File: src/rtl/uart_rx16.sv
// uart_rx16 -- 8N1 serial receiver assembling two consecutive bytes into one 16-bit word,
// with framing-error and inter-byte timeout reporting. Rev 1.0
`default_nettype none

module uart_rx16 #(
  parameter int CLKS_PER_BIT = 5,
  parameter int GAP_BITS     = 20
) (
  input  logic        clk,
  input  logic        rst_n,
  input  logic        s_in,
  output logic [15:0] o_data,
  output logic        o_valid,
  output logic        o_err
);

  localparam int CW = $clog2(GAP_BITS * CLKS_PER_BIT + 1);
  localparam logic [CW-1:0] HALF     = CW'(CLKS_PER_BIT / 2);
  localparam logic [CW-1:0] LAST     = CW'(CLKS_PER_BIT - 1);
  localparam logic [CW-1:0] GAP_LAST = CW'(GAP_BITS * CLKS_PER_BIT - 1);
  localparam logic [CW-1:0] ONE      = CW'(1);

  typedef enum logic [2:0] {
    R_IDLE  = 3'd0,
    R_START = 3'd1,
    R_DATA  = 3'd2,
    R_STOP  = 3'd3,
    R_GAP   = 3'd4
  } state_e;

  state_e        state_q;
  logic          s_meta_q;
  logic          s_sync_q;
  logic          slot_hi_q;
  logic [CW-1:0] cnt_q;
  logic [CW-1:0] gap_q;
  logic [3:0]    idx_q;
  logic [7:0]    byte_q;
  logic [7:0]    hold_q;
  logic [15:0]   data_q;
  logic          valid_q;
  logic          err_q;

  always_ff @(posedge clk or negedge rst_n) begin
    if (!rst_n) begin
      s_meta_q  <= 1'b1;
      s_sync_q  <= 1'b1;
      state_q   <= R_IDLE;
      slot_hi_q <= 1'b0;
      cnt_q     <= '0;
      gap_q     <= '0;
      idx_q     <= 4'd0;
      byte_q    <= 8'h00;
      hold_q    <= 8'h00;
      data_q    <= 16'h0000;
      valid_q   <= 1'b0;
      err_q     <= 1'b0;
    end else begin
      s_meta_q <= s_in;
      s_sync_q <= s_meta_q;
      valid_q  <= 1'b0;
      err_q    <= 1'b0;
      case (state_q)
        R_IDLE: begin
          if (!s_sync_q) begin
            cnt_q   <= '0;
            state_q <= R_START;
          end
        end
        R_START: begin
          if (cnt_q == HALF) begin
            if (!s_sync_q) begin
              cnt_q   <= '0;
              idx_q   <= 4'd0;
              state_q <= R_DATA;
            end else begin
              state_q <= R_IDLE;
            end
          end else begin
            cnt_q <= cnt_q + ONE;
          end
        end
        R_DATA: begin
          if (cnt_q == LAST) begin
            cnt_q                <= '0;
            byte_q[idx_q[2:0]]   <= s_sync_q;
            if (idx_q == 4'd7) begin
              state_q <= R_STOP;
            end else begin
              idx_q <= idx_q + 4'd1;
            end
          end else begin
            cnt_q <= cnt_q + ONE;
          end
        end
        R_STOP: begin
          if (cnt_q == LAST) begin
            cnt_q <= '0;
            if (!s_sync_q) begin
              err_q     <= 1'b1;
              slot_hi_q <= 1'b0;
              hold_q    <= 8'h00;
              state_q   <= R_IDLE;
            end else if (!slot_hi_q) begin
              hold_q    <= byte_q;
              slot_hi_q <= 1'b1;
              gap_q     <= '0;
              state_q   <= R_GAP;
            end else begin
              data_q    <= {byte_q, hold_q};
              valid_q   <= 1'b1;
              slot_hi_q <= 1'b0;
              state_q   <= R_IDLE;
            end
          end else begin
            cnt_q <= cnt_q + ONE;
          end
        end
        R_GAP: begin
          // A falling edge wins over a timeout landing on the same cycle.
          if (!s_sync_q) begin
            cnt_q   <= '0;
            state_q <= R_START;
          end else if (gap_q == GAP_LAST) begin
            err_q     <= 1'b1;
            slot_hi_q <= 1'b0;
            hold_q    <= 8'h00;
            state_q   <= R_IDLE;
          end else begin
            gap_q <= gap_q + ONE;
          end
        end
        default: state_q <= R_IDLE;
      endcase
    end
  end

  assign o_data  = data_q;
  assign o_valid = valid_q;
  assign o_err   = err_q;

endmodule

`default_nettype wire

File: config.mk
export PLATFORM = sky130hd
export DESIGN_NAME = uart_rx16
export DESIGN_NICKNAME = d
export VERILOG_FILES = /design/src/rtl/uart_rx16.sv
export SDC_FILE = /design/constraint.sdc
export NUM_CORES = 1
export LEC_CHECK = 0
export ABC_CLOCK_PERIOD_IN_PS = 3900
export CAP_MARGIN = 10
export CORE_UTILIZATION = 40
export DETAILED_ROUTE_END_ITERATION = 8
export PLACE_DENSITY_LB_ADDON = 0.12
export SLEW_MARGIN = 40
export SYNTH_ARGS = -nofsm -noshare
export SYNTH_HDL_FRONTEND = slang
export SYNTH_SLANG_ARGS = --single-unit
File: constraint.sdc
create_clock -name clk -period 3.9 [get_ports clk]
set_input_delay 0.585 -clock clk [delete_from_list [all_inputs] [get_ports clk]]
set_output_delay 0.585 -clock clk [all_outputs]
set_load 0.02 [all_outputs]
# Yosys cells after proc, flatten, opt, wreduce, memory -nomap -nowiden
# Cells that the tools add are included.
[op_classes]
shift = 0
multipliers = 0
n_eq_ne = 22
n_lt_le_gt_ge = 2
n_addsub = 3
n_reduce_logical = 14
n_mux = 50
bitwise_logic = 0
n_div = 0
[op_table]
columns = ["op", "n"]
rows = [
  ["2-to-1 mux 7 bit", 8],
  ["2-to-1 mux 8 bit", 5],
  ["2-to-1 mux 3 bit", 9],
  ["!= test 2 bit (second input constant)", 12],
  ["one-hot mux 7 bit (3 select lines)", 1],
  ["2-to-1 mux 4 bit", 4],
  ["one-hot mux 8 bit (2 select lines)", 1],
  ["one-hot mux 3 bit (5 select lines)", 1],
  ["adder 7 x 1 -> 7 bit (second input constant)", 2],
  ["2-to-1 mux 1 bit", 14],
  ["one-hot mux 7 bit (2 select lines)", 1],
  ["AND reduction 6 bit", 2],
  ["AND reduction 5 bit", 2],
  ["bitwise mux 8 bit", 1],
  ["one-hot mux 4 bit (2 select lines)", 1],
  ["AND reduction 4 bit", 2],
  ["== test 7 x 2 -> 1 bit (second input constant)", 1],
  ["== test 7 x 3 -> 1 bit (second input constant)", 1],
  ["== test 7 bit (second input constant)", 1],
  ["== test 3 x 2 -> 1 bit (second input constant)", 2],
  ["!= test 3 bit (second input constant)", 2],
  ["adder 4 x 1 -> 4 bit (second input constant)", 1],
  ["== test 4 x 3 -> 1 bit (second input constant)", 1],
  ["< comparator 3 x 4 -> 1 bit (second input constant)", 1],
  ["12 further kinds", 15],
]
[totals]
reg_bits = 58
mem_bits_rw = 0
latch_bits = 0
mem_bits_ro = 0
mem_count = 0

# Longest topological paths before layout
# Gate-level depths: netlist of the first run.
[depth]
ltp_word = 5
depth_mapped = 8

# Least setup slack after synthesis of the first run
# OpenSTA, ideal clock, no wires.
[synth_timing]
kind = "register to register"
start = "reg cnt_q[3]"
end = "reg byte_q[5]"
setup_time_ps = 125
t_arrival_ps = 1933
synth_period_minus_slack_ps = 2057
stages_incl_launch_ff = 7
n_path_buf = 1
required_time_ps = 3775
slack_ps = 1843
cell_sequence = "dfrtp_1 -> or4_4 -> nor2_4 -> buf_4 -> nand3_2 -> nor3b_1 -> mux2_2"
[synth_via]
elab_chain_len = 2
[synth_rtl]
columns = ["item", "line", "source"]
rows = [
  ["start, declared", "35", "logic [CW-1:0] cnt_q;"],
  ["start signal, assigned", "80", "cnt_q <= cnt_q + ONE;"],
  ["start signal, assigned", "93", "cnt_q <= cnt_q + ONE;"],
  ["start signal, assigned", "116", "cnt_q <= cnt_q + ONE;"],
  ["== test 7 x 3 -> 1 bit", "84", "if (cnt_q == LAST) begin"],
  ["AND reduction 2 bit (no line)", "n/a", ""],
  ["end signal, assigned by index", "86", "byte_q[idx_q[2:0]] <= s_sync_q;"],
  ["end, declared", "38", "logic [7:0] byte_q;"],
]
# Every way passes these cells.
# A chain may end at the register's enable or synchronous reset.

# Final worst setup path of the first run
[layout_timing]
start = "reg state_q[2]"
end = "reg gap_q[4]"
[layout_via]
elab_chain_len = 3
elab_cells_between_ends = 10
classes_between = "eq/ne: 7; mux: 1; reduce/logical: 2"
[layout_rtl]
columns = ["item", "line", "source"]
rows = [
  ["start, declared", "31", "state_e state_q;"],
  ["start signal, assigned", "48", "state_q <= R_IDLE;"],
  ["start signal, assigned", "67", "state_q <= R_START;"],
  ["start signal, assigned", "75", "state_q <= R_DATA;"],
  ["== test 3 bit or == test 3 x 2 -> 1 bit (tied branches)", "63", "case (state_q)"],
  ["!= test 2 bit (no line) or nonzero test 2 bit (tied branches)", "n/a", ""],
  ["AND reduction 6 bit (no line)", "n/a", ""],
  ["end signal, assigned", "130", "gap_q <= gap_q + ONE;"],
  ["end, declared", "36", "logic [CW-1:0] gap_q;"],
]
# Several ways; a longest one is shown, not always the timed one.

==> reports/results.txt, run 1 <==
post-synth net total - 265
CTS tree - yes
pwr dens - 475 nW/um^2
CP required - 4.14 ns
Max Cap Viol - 0
EDFF count, synth - 0
Max Freq - 0.419 GHz
Slew headroom - 0.592
top cell type's share of synthesized area - 0.494
ys flop type - dfrtp_1
layout cell share with drive strength beyond 1 - 0.234
top cells by area, synth - dfrtp_1 (49%), mux2_2 (13%), o21ai_0 (3.7%)
root buf cell - clkbuf_8
All-Layer GR Usage - 0.165
VDD IR-drop max - 0.251 mV
r2r setup slk - 1.51 ns
clk_lat worst skew - 0.33 ns
Final Hold Fails - 0
Post-Layout Cell Count - 378
CTS sink cnt - 58
grt ovf - 0
final wirelength - 5.32 mm
Layout area overhead - 16.1%
Gate Count Post-Synth - 257
Die Width - 86.2 microns
synth unique cells - 47
Core Box Area - 6830 sq um
Leak - 0.00150 uW
number of global-route vias before repair - 1,930
register area share after synthesis - 0.512
Worst setup SP type - flop
DR vias - 1,934
status - finished, final reports clean
Reg clk slew, reported paths - 0.07 ns
area leader, netlist - dfrtp_1
min cycle time layout - 2.39 ns
hold slack - 0.253 ns
most common cell in the synthesized netlist - dfrtp_1
Post-DP Area - 3110 sq um
routed vias/inst - 5.12
final setup fails - 0
final period utilization - 0.612
Clock Tree Buf Depth - 2
CP max FO - 15
largest net degree at the start of global routing - 34
crit path DAT - 2.63 ns
global placement routability congestion - 0.815
Fillers - 660
drt first pass iters - 4
fin. max-slew vios - 0
I/O pin cnt - 21
Post-CTS Hold Fix Bufs - 0
RSZ-0062 raised after global routing - false
post-route ant nets - 0
Synth async-reset ratio - 1.00
post-CTS sizing - 0
clk_skew - 0.0108 ns
Warnings, synthesis - 0
H-tree depth - 3
synthesized cell area - 2840 sq um
# rows - 30
die area - 7430 sq um
first-pass GRT wire length - 9.28 mm
Crit. End Element - flop
ant diodes - 0
# DRC - 0
setup slack at placement - 1.53 ns
Mean Syn Cell Area - 11.0 sq um
Worst Hold Class - in2async
DP Cell Count - 362
number of port buffers - 20
Die Y-Extent - 86.2 microns
worst slew pin tran - 0.611 ns
initial antenna violation count - 0
initial core utilization - 0.415
setup TNS - 0 ns
Layout Cell Area excl Fill - 3290 sq um
wire per inst - 14.1 microns
top cells by count, synth - dfrtp_1 (56), mux2_2 (33), o21ai_0 (21)
# Post-CTS Setup Buffers - 0
Synth Register Bits - 58
kind of critical path - reg2reg
initial drt markers - 112
DP HPWL - 3.53 mm
Final Net Count - 285
setup ws final - 1.51 ns
Num CTS Buffers - 9
-- where the power goes --
group | total [uW] | internal, uW | leakage [uW] | switching, uW
combinational | 305 | 130 | 0.000616 | 176
sequential | 729 | 650 | 0.000789 | 79.1
clock | 529 | 294 | 0.0000933 | 235
total | 1560 | 1070 | 0.00150 | 490
-- metal layers --
layer  track usage  share of wire  vias to the layer above
li1              -              -                      961
met1         0.227           0.50                      931
met2         0.232           0.44                       35
met3        0.0495          0.040                        7
met4        0.0924          0.026                        0
met5             0              0                        -
-- final cells by class --
type | count | area [sq um] | share of cell area
tap | 96 | 120 | 0.0365
multi-input combinational | 179 | 1300 | 0.395
clock inverter | 5 | 56.3 | 0.0171
clock buffer | 11 | 131 | 0.0399
inverter | 8 | 30.0 | 0.00912
timing repair buffer | 21 | 203 | 0.0615
sequential | 58 | 1450 | 0.441
-- worst max-delay path, stage by stage, from the launching register on --
cell and delay [ns]:
dfrtp_1 0.54, or3b_2 0.63, o21ba_2 0.30, o221ai_2 0.19, or2_1 0.39, o31ai_2 0.24
-- state kept, by name, indices dropped and copies added, names as in the netlist --
name and flops:
hold_q 8, state_q 3, cnt_q 7, idx_q 4
s_sync_q 1, o_err 1, o_valid 1, o_data 16
byte_q 8, slot_hi_q 1, s_meta_q 1, gap_q 7
-- layout by cell type, fill, tap and decap left out, drive strengths merged, types with 2 or more instances in the layout --
cell / count
o31ai: 6
nand3b: 5
and3: 10
inv: 8
mux2i: 3
or4: 2
nor2b: 2
a31oi: 2
dfstp: 2
nor4: 2
o21ai: 21
mux2: 33
nand3: 15
nand2: 15
clkinv: 3
a21oi: 6
dfrtp: 56
ha: 5
buf: 2
a21o: 4
clkbuf: 11
or2: 3
and2: 3
clkdlybuf4s50: 19
nor2: 19
nand2b: 5
nand4: 2
o22ai: 3
nor3b: 3
-- stage by stage --
stage / power [uW] / utilization
after floorplan: 964 / -
after global placement: 1050 / 0.454
after detailed placement: 1050 / 0.455
after CTS: 1590 / 0.482
after global routing: 1670 / 0.482
final: 1560 / 0.482
-- cell families after synthesis --
kind of cell	synth area share
AND/OR/NAND/NOR	0.182
flip-flops	0.512
buffers and inverters	0.0313
AO/OA/AOI/OAI	0.111
multiplexers	0.142
adder cells (fa/ha/maj)	0.0220
-- final timing paths --
| check | cells past startpoint | endpoint | startpoint |
|---|---|---|---|
| setup reg to reg | 5 | gap_q[4]$_DFFE_PN0P_ | state_q[2]$_DFFE_PN0P_ |
| max in group asynchronous | 2 | s_meta_q$_DFF_PN1_ | rst_n |
| hold reg to reg | 0 | s_sync_q$_DFF_PN1_ | s_meta_q$_DFF_PN1_ |
| min in group clk | 0 | s_sync_q$_DFF_PN1_ | s_meta_q$_DFF_PN1_ |
| hold / removal | 1 | o_valid$_DFF_PN0_ | rst_n |
| setup / recovery | 5 | gap_q[4]$_DFFE_PN0P_ | state_q[2]$_DFFE_PN0P_ |
Power figures use the tool's default switching activity.
==> run 2: changes to the inputs <==
--- a/config.mk
+++ b/config.mk
@@ -5,7 +5,7 @@
 export SDC_FILE = /design/constraint.sdc
 export NUM_CORES = 1
 export LEC_CHECK = 0
-export ABC_CLOCK_PERIOD_IN_PS = 3900
+export ABC_CLOCK_PERIOD_IN_PS = 2100
 export CAP_MARGIN = 10
 export CORE_UTILIZATION = 40
 export DETAILED_ROUTE_END_ITERATION = 8
==> constraint.sdc (replaced) <==
create_clock -name clk -period 2.1 [get_ports clk]
set_input_delay 0.315 -clock clk [delete_from_list [all_inputs] [get_ports clk]]
set_output_delay 0.315 -clock clk [all_outputs]
set_load 0.02 [all_outputs]
==> run 2 against run 1 <==
Compared with the run above: register-to-register slack worse by 1.4 ns; non-clock buffer count up 22; wire length up 7.1%; sequential share of layout area down 2.7 points; critical path depth up 1; global-route usage up 0.54 points; critical path type unchanged; critical endpoint is now idx_q[3]$_DFFE_PN0P_; largest cell class unchanged; worst hold slack better by 0.10 ns; setup slack worse by 1.4 ns.
==> reports/results.txt, run 2 (same netlist as run 1, synthesis figures left out) <==
status - finished, final reports clean (unchanged)
root buf cell - clkbuf_8 (unchanged)
wire per inst - 14.2 microns (was 14.1 microns)
Largest stage delay, worst path - 0.58 ns (was 0.63 ns)
Final Net Count - 307 (was 285)
clk_lat worst skew - 0.35 ns (was 0.33 ns)
drt first pass iters - 4 (unchanged)
Layout Cell Area excl Fill - 3510 sq um (was 3290 sq um)
# rows - 30 (unchanged)
Reg clk slew, reported paths - 0.07 ns (about the same)
Leak - 0.00162 uW (was 0.00150 uW)
post-CTS sizing - 0 (unchanged)
die area - 7430 sq um (unchanged)
Metal-1 WL - 2.91 mm (was 2.65 mm)
layout cell share with drive strength beyond 1 - 0.293 (was 0.234)
CP max FO - 5 (was 15)
DR vias - 2,013 (was 1,934)
# DRC - 0 (unchanged)
grt ovf - 0 (unchanged)
Clock Tree Buf Depth - 2 (unchanged)
Layout area overhead - 23.6% (was 16.1%)
commonest non-fill, non-tap cell in the layout - dfrtp_1 (unchanged)
CP required - 2.36 ns (was 4.14 ns)
Post-Layout Cell Count - 400 (was 378)
r2r setup slk - 0.09 ns (was 1.51 ns)
slowest CP cell - or4_4 (was or3b_2)
Num CTS Buffers - 9 (unchanged)
setup TNS - 0 ns (unchanged)
Post-DP Area - 3270 sq um (was 3110 sq um)
largest net degree at the start of global routing - 27 (was 34)
number of flip-flops in the largest register - 16 (unchanged)
HP Start - s_meta_q$_DFF_PN1_
CTS sink cnt - 58 (unchanged)
met2 wire length - 2.54 mm (was 2.32 mm)
Die Width - 86.2 microns (unchanged)
initial antenna violation count - 0 (unchanged)
Slew headroom - 0.751 (was 0.592)
initial core utilization - 0.415 (unchanged)
VDD IR-drop max - 0.876 mV (was 0.251 mV)
routed vias/inst - 5.03 (was 5.12)
Max Cap Viol - 0 (unchanged)
ant diodes - 0 (unchanged)
min cycle time layout - 2.01 ns (was 2.39 ns)
final wirelength - 5.70 mm (was 5.32 mm)
Core Box Area - 6830 sq um (unchanged)
first-pass GRT wire length - 9.54 mm (was 9.28 mm)
number of global-route vias before repair - 1,871 (was 1,930)
reg-to-reg endpoint - idx_q[3]$_DFFE_PN0P_ (was gap_q[4]$_DFFE_PN0P_)
I/O pin cnt - 21 (unchanged)
RSZ-0062 raised after global routing - true (was false)
final core utilization - 0.514 (was 0.482)
DP Cell Count - 383 (was 362)
clk_skew - 0.00884 ns (was 0.0108 ns)
hold slack - 0.358 ns (was 0.253 ns)
worst slew pin tran - 0.373 ns (was 0.611 ns)
final setup fails - 0 (unchanged)
hold-critical path depth - 0
most frequent cells in the layout - dfrtp_1 (56), mux2_2 (33), o21ai_0 (21), buf_4 (21), clkdlybuf4s50_1 (19) (was dfrtp_1 (56), mux2_2 (33), o21ai_0 (21), clkdlybuf4s50_1 (19), nor2_1 (17))
# Post-CTS Setup Buffers - 0 (unchanged)
H-tree depth - 3 (unchanged)
Die Y-Extent - 86.2 microns (unchanged)
post-route ant nets - 0 (unchanged)
number of port buffers - 20 (unchanged)
crit path DAT - 2.27 ns (was 2.63 ns)
Cell Chain, Critical Path - or4_4 -> nor2_4 -> buf_4 -> nand4_1 -> or4_1 -> o21ai_0 (was or3b_2 -> o21ba_2 -> o221ai_2 -> or2_1 -> o31ai_2)
Worst setup SP type - flop (unchanged)
final period utilization - 0.957 (was 0.612)
Top Metal Used - met4 (unchanged)
Worst Hold Class - reg2reg (was in2async)
kind of critical path - reg2reg (unchanged)
worst hold path endpoint - s_sync_q$_DFF_PN1_
global placement routability congestion - 0.777 (was 0.815)
All-Layer GR Usage - 0.171 (was 0.165)
met3 wire len - 168 microns (was 210 microns)
Max Freq - 0.497 GHz (was 0.419 GHz)
Final Hold Fails - 0 (unchanged)
reg2reg path depth - 6 (was 5)
pwr dens - 920 nW/um^2 (was 475 nW/um^2)
CTS tree - yes (unchanged)
fin. max-slew vios - 0 (unchanged)
Crit. End Element - flop (unchanged)
RR Startpoint - cnt_q[3]$_DFFE_PN0P_ (was state_q[2]$_DFFE_PN0P_)
initial drt markers - 64 (was 112)
DP HPWL - 3.99 mm (was 3.53 mm)
-- run 2: worst max-delay path: cells and delay by family, from the launching register on --
kind | cells | cell delay [ns]
simple gates | 4 | 1.29
flops | 1 | 0.38
buf+inv | 1 | 0.16
compound gates | 1 | 0.10
-- run 2: what timing repair did --
action / in CTS / in global routing
hold buffers: 1 / 0
endpoints found under the setup margin: 0 / 3
hold endpoints to repair: 13 / 0
-- run 2: worst max path at each step --
| stage | from | slack, ns | cells past startpoint | end |
|---|---|---|---|---|
| final | cnt_q[3]$_DFFE_PN0P_ | 0.09 | 6 | idx_q[3]$_DFFE_PN0P_ |
| after global routing | cnt_q[3]$_DFFE_PN0P_ | -0.03 | 5 | byte_q[3]$_DFFE_PN0P_ |
| after CTS | cnt_q[3]$_DFFE_PN0P_ | 0.09 | 5 | byte_q[5]$_DFFE_PN0P_ |
| after detailed placement | cnt_q[3]$_DFFE_PN0P_ | 0.1 | 6 | idx_q[3]$_DFFE_PN0P_ |
| after global placement | cnt_q[3]$_DFFE_PN0P_ | 0.12 | 5 | byte_q[5]$_DFFE_PN0P_ |
| after floorplan | cnt_q[3]$_DFFE_PN0P_ | 0.04 | 6 | byte_q[5]$_DFFE_PN0P_ |
-- run 2: metal layers --
layer,track usage,vias up
met1,0.235,967
met5,0,-
met4,0.0833,0
met2,0.247,32
met3,0.0486,7
li1,-,1007
-- run 2: area by class of cell --
| class | instances | area (sq um) |
|---|---|---|
| clock buffer | 10 | 138 |
| clock inverter | 6 | 88.8 |
| fill | 655 | 3320 |
| inverter | 8 | 30.0 |
| multi-input combinational | 179 | 1290 |
| sequential | 58 | 1450 |
| tap | 96 | 120 |
| timing repair buffer | 43 | 383 |
-- run 2: power breakdown --
part / total (uW) / switching [uW] / internal, uW
logic: 770 / 426 / 344
clock network: 1170 / 468 / 701
registers: 1290 / 82.6 / 1210
-- run 2: through the flow --
stage / setup slack [ns] / total power (uW)
after global placement: 0.121 / 2070
after floorplan: 0.0425 / 1790
after CTS: 0.0912 / 3280
final: 0.0896 / 3230
after detailed placement: 0.0988 / 2070
after global routing: -0.0277 / 3420
==> edit (config.mk and constraints of run 2) <==
Make the reset (`rst_n`) synchronous in one clocked block.
--- a/src/rtl/uart_rx16.sv
+++ b/src/rtl/uart_rx16.sv
@@ -43,3 +43,3 @@
 
-  always_ff @(posedge clk or negedge rst_n) begin
+  always_ff @(posedge clk) begin
     if (!rst_n) begin
Formal check against the unedited RTL: same outputs for any inputs over 10 cycles, from zero or initial values and one cycle with rst_n low; that may be too few to reach the edited logic, so the function may still have changed.
==> edit against run 2 <==
  * Synthesized cell count rose by 14%
  * Worst setup slack improved by 84 ps
  * Routed wire length down 3.8%
  * Sequential cell count unchanged
  * Synthesized area is 8.0% lower
  * Final area shrank 9.3%
  * Global-route usage rose by 0.86 points
Power is not compared: it rests on default switching activity, and its combinational part moved more than twofold at a synthesized area within 25%.
==> edit: results (changes against run 2) <==
INFO  metric status = completed
INFO  metric routabilityCongestion = 0.800 (+2.9%)
INFO  metric cts_buffer_depth = 2 (unchanged)
INFO  metric wl_met2 = 2300 um (-9.5%)
INFO  metric max_reg_flops = 16 (unchanged)
INFO  metric grt_pass1_wl = 9160 um (-3.9%)
INFO  metric hold_path_class = flip-flop to flip-flop
INFO  metric grt_max_degree = 17 (-37%)
INFO  metric clock_skew = 9.73 ps (+0.893 ps)
INFO  metric worst_setup_hold_path_clk_slew = 70 ps (about the same)
INFO  metric worst-endpoint-arrival = 2130 ps (-140 ps)
INFO  metric top_signal_layer_used = met4
INFO  metric drtPass1Iterations = 4 (unchanged)
INFO  metric synth.net_count = 302 (+14%)
INFO  metric routed-wl-met3 = 210 um (+25%)
INFO  metric synthTopCellsByArea = sky130_fd_sc_hd__dfxtp_1, sky130_fd_sc_hd__mux2i_1, sky130_fd_sc_hd__nor2_1
INFO  metric antenna_cells_inserted = 0 (unchanged)
INFO  metric first_global_vias = 1913 (+2.2%)
INFO  metric routed_wirelength = 5480 um (-3.8%)
INFO  metric cts_setup_buffers = 0 (unchanged)
INFO  metric numPortBuffers = 20 (unchanged)
INFO  metric antenna_found_initial = 0 (unchanged)
INFO  metric grtUsageMet3 = 0.0426 (-0.00595)
INFO  metric grtUsageMet1 = 0.247 (+0.0124)
INFO  metric detailedRoute.firstIterationViolations = 70 (+9.4%)
INFO  metric filler_cell_count = 621 (-5.2%)
INFO  metric synthTopCellsByCount = sky130_fd_sc_hd__dfxtp_1, sky130_fd_sc_hd__nor2_1, sky130_fd_sc_hd__nand2_1
INFO  metric synth-warning-count = 0 (unchanged)
INFO  metric timing.critical_path.fanout_max = 6 (+1)
INFO  metric gr-usage-met2 = 0.253 (+0.00653)
INFO  metric pre_cts_slack = 56.0 ps (-42.8 ps)
INFO  metric vdd_drop_max = roughly 0.00034 V
INFO  metric timing.max_cap.violations = 0 (unchanged)
INFO  metric detailedPlacementHpwl = 3730 um (-6.6%)
INFO  metric synth.lib_cells_used.distinct = 44 (-6.4%)
INFO  metric drive_above_1_share = 0.111 (-0.182)
INFO  metric clock_insertion_delay_worst_skew = 330 ps (-20 ps)
INFO  metric synth.yosys.seq_area_share = 0.445 (-0.0675)
INFO  metric finish.net_count = 336 (+9.4%)
INFO  metric grt_use_total = 0.179 (+0.00863)
INFO  metric vias = 2117 (+5.2%)
INFO  metric clock_root_buffer = sky130_fd_sc_hd__clkbuf_8
INFO  metric asyncSetResetFlopFracSynth = 0 (-1.00)
INFO  metric relative_slew_slack = 0.597 (-0.154)
INFO  metric p_leak = 1.15 nW
INFO  metric cts_htree_levels = 3 (unchanged)
INFO  metric cts_inserted_buffers = 9 (unchanged)
INFO  metric wl_met1 = 2890 um (-0.79%)
-- edit: stage by stage --
stage / cells / instance area [sq um]
2_1_floorplan: 294 / 2610
3_3_place_gp: 394 / 2980
3_5_place_dp: 394 / 2980
4_1_cts: 410 / 3180
5_1_grt: 410 / 3180
6_report: 410 / 3180
-- edit: kinds of logic after synthesis --
group,count (synthesis),synth area share
AO/OA/AOI/OAI,37,0.0968
adder cells (fa/ha/maj),5,0.0240
XOR/XNOR,7,0.0235
flip-flops,58,0.445
AND/OR/NAND/NOR,132,0.248
buffers and inverters,22,0.0364
multiplexers,33,0.127
-- edit: power breakdown --
group          internal (W)  switching (W)
Combinational     0.0000201      0.0000402
Clock              0.000576       0.000438
Sequential          0.00110     0.00000420
Total               0.00170       0.000483
-- edit: worst paths after layout --
check,cells past startpoint,startpoint,slack [ps],to
worst min-delay path,1,s_meta_q,420,s_sync_q
worst max register to register,5,cnt_q[3],170,byte_q[1]
worst min register to register,1,s_meta_q,420,s_sync_q
worst max-delay path,5,cnt_q[3],170,byte_q[1]
-- edit: final cells by class --
cell class,count,area [sq um],area share
multi-input cells,214,1360,0.427
flip-flops and latches,58,1160,0.365
repair buffers,37,340,0.107
clock buffers,11,141,0.0444
well taps,77,96.3,0.0303
clock inverters,5,53.8,0.0169
inverters,8,30.0,0.00944
-- edit: worst max-delay path, stage by stage (launching register included) --
cell	delay, ps
sky130_fd_sc_hd__dfxtp_1	360
sky130_fd_sc_hd__or4_4	560
sky130_fd_sc_hd__nor2_1	280
sky130_fd_sc_hd__nand3_2	190
sky130_fd_sc_hd__o311ai_0	300
sky130_fd_sc_hd__o41ai_1	120
-- edit: what timing repair did --
item                                    CTS  global route
hold buffers                              0             0
endpoints found under the setup margin    0             2
gates resized for setup                   0             1
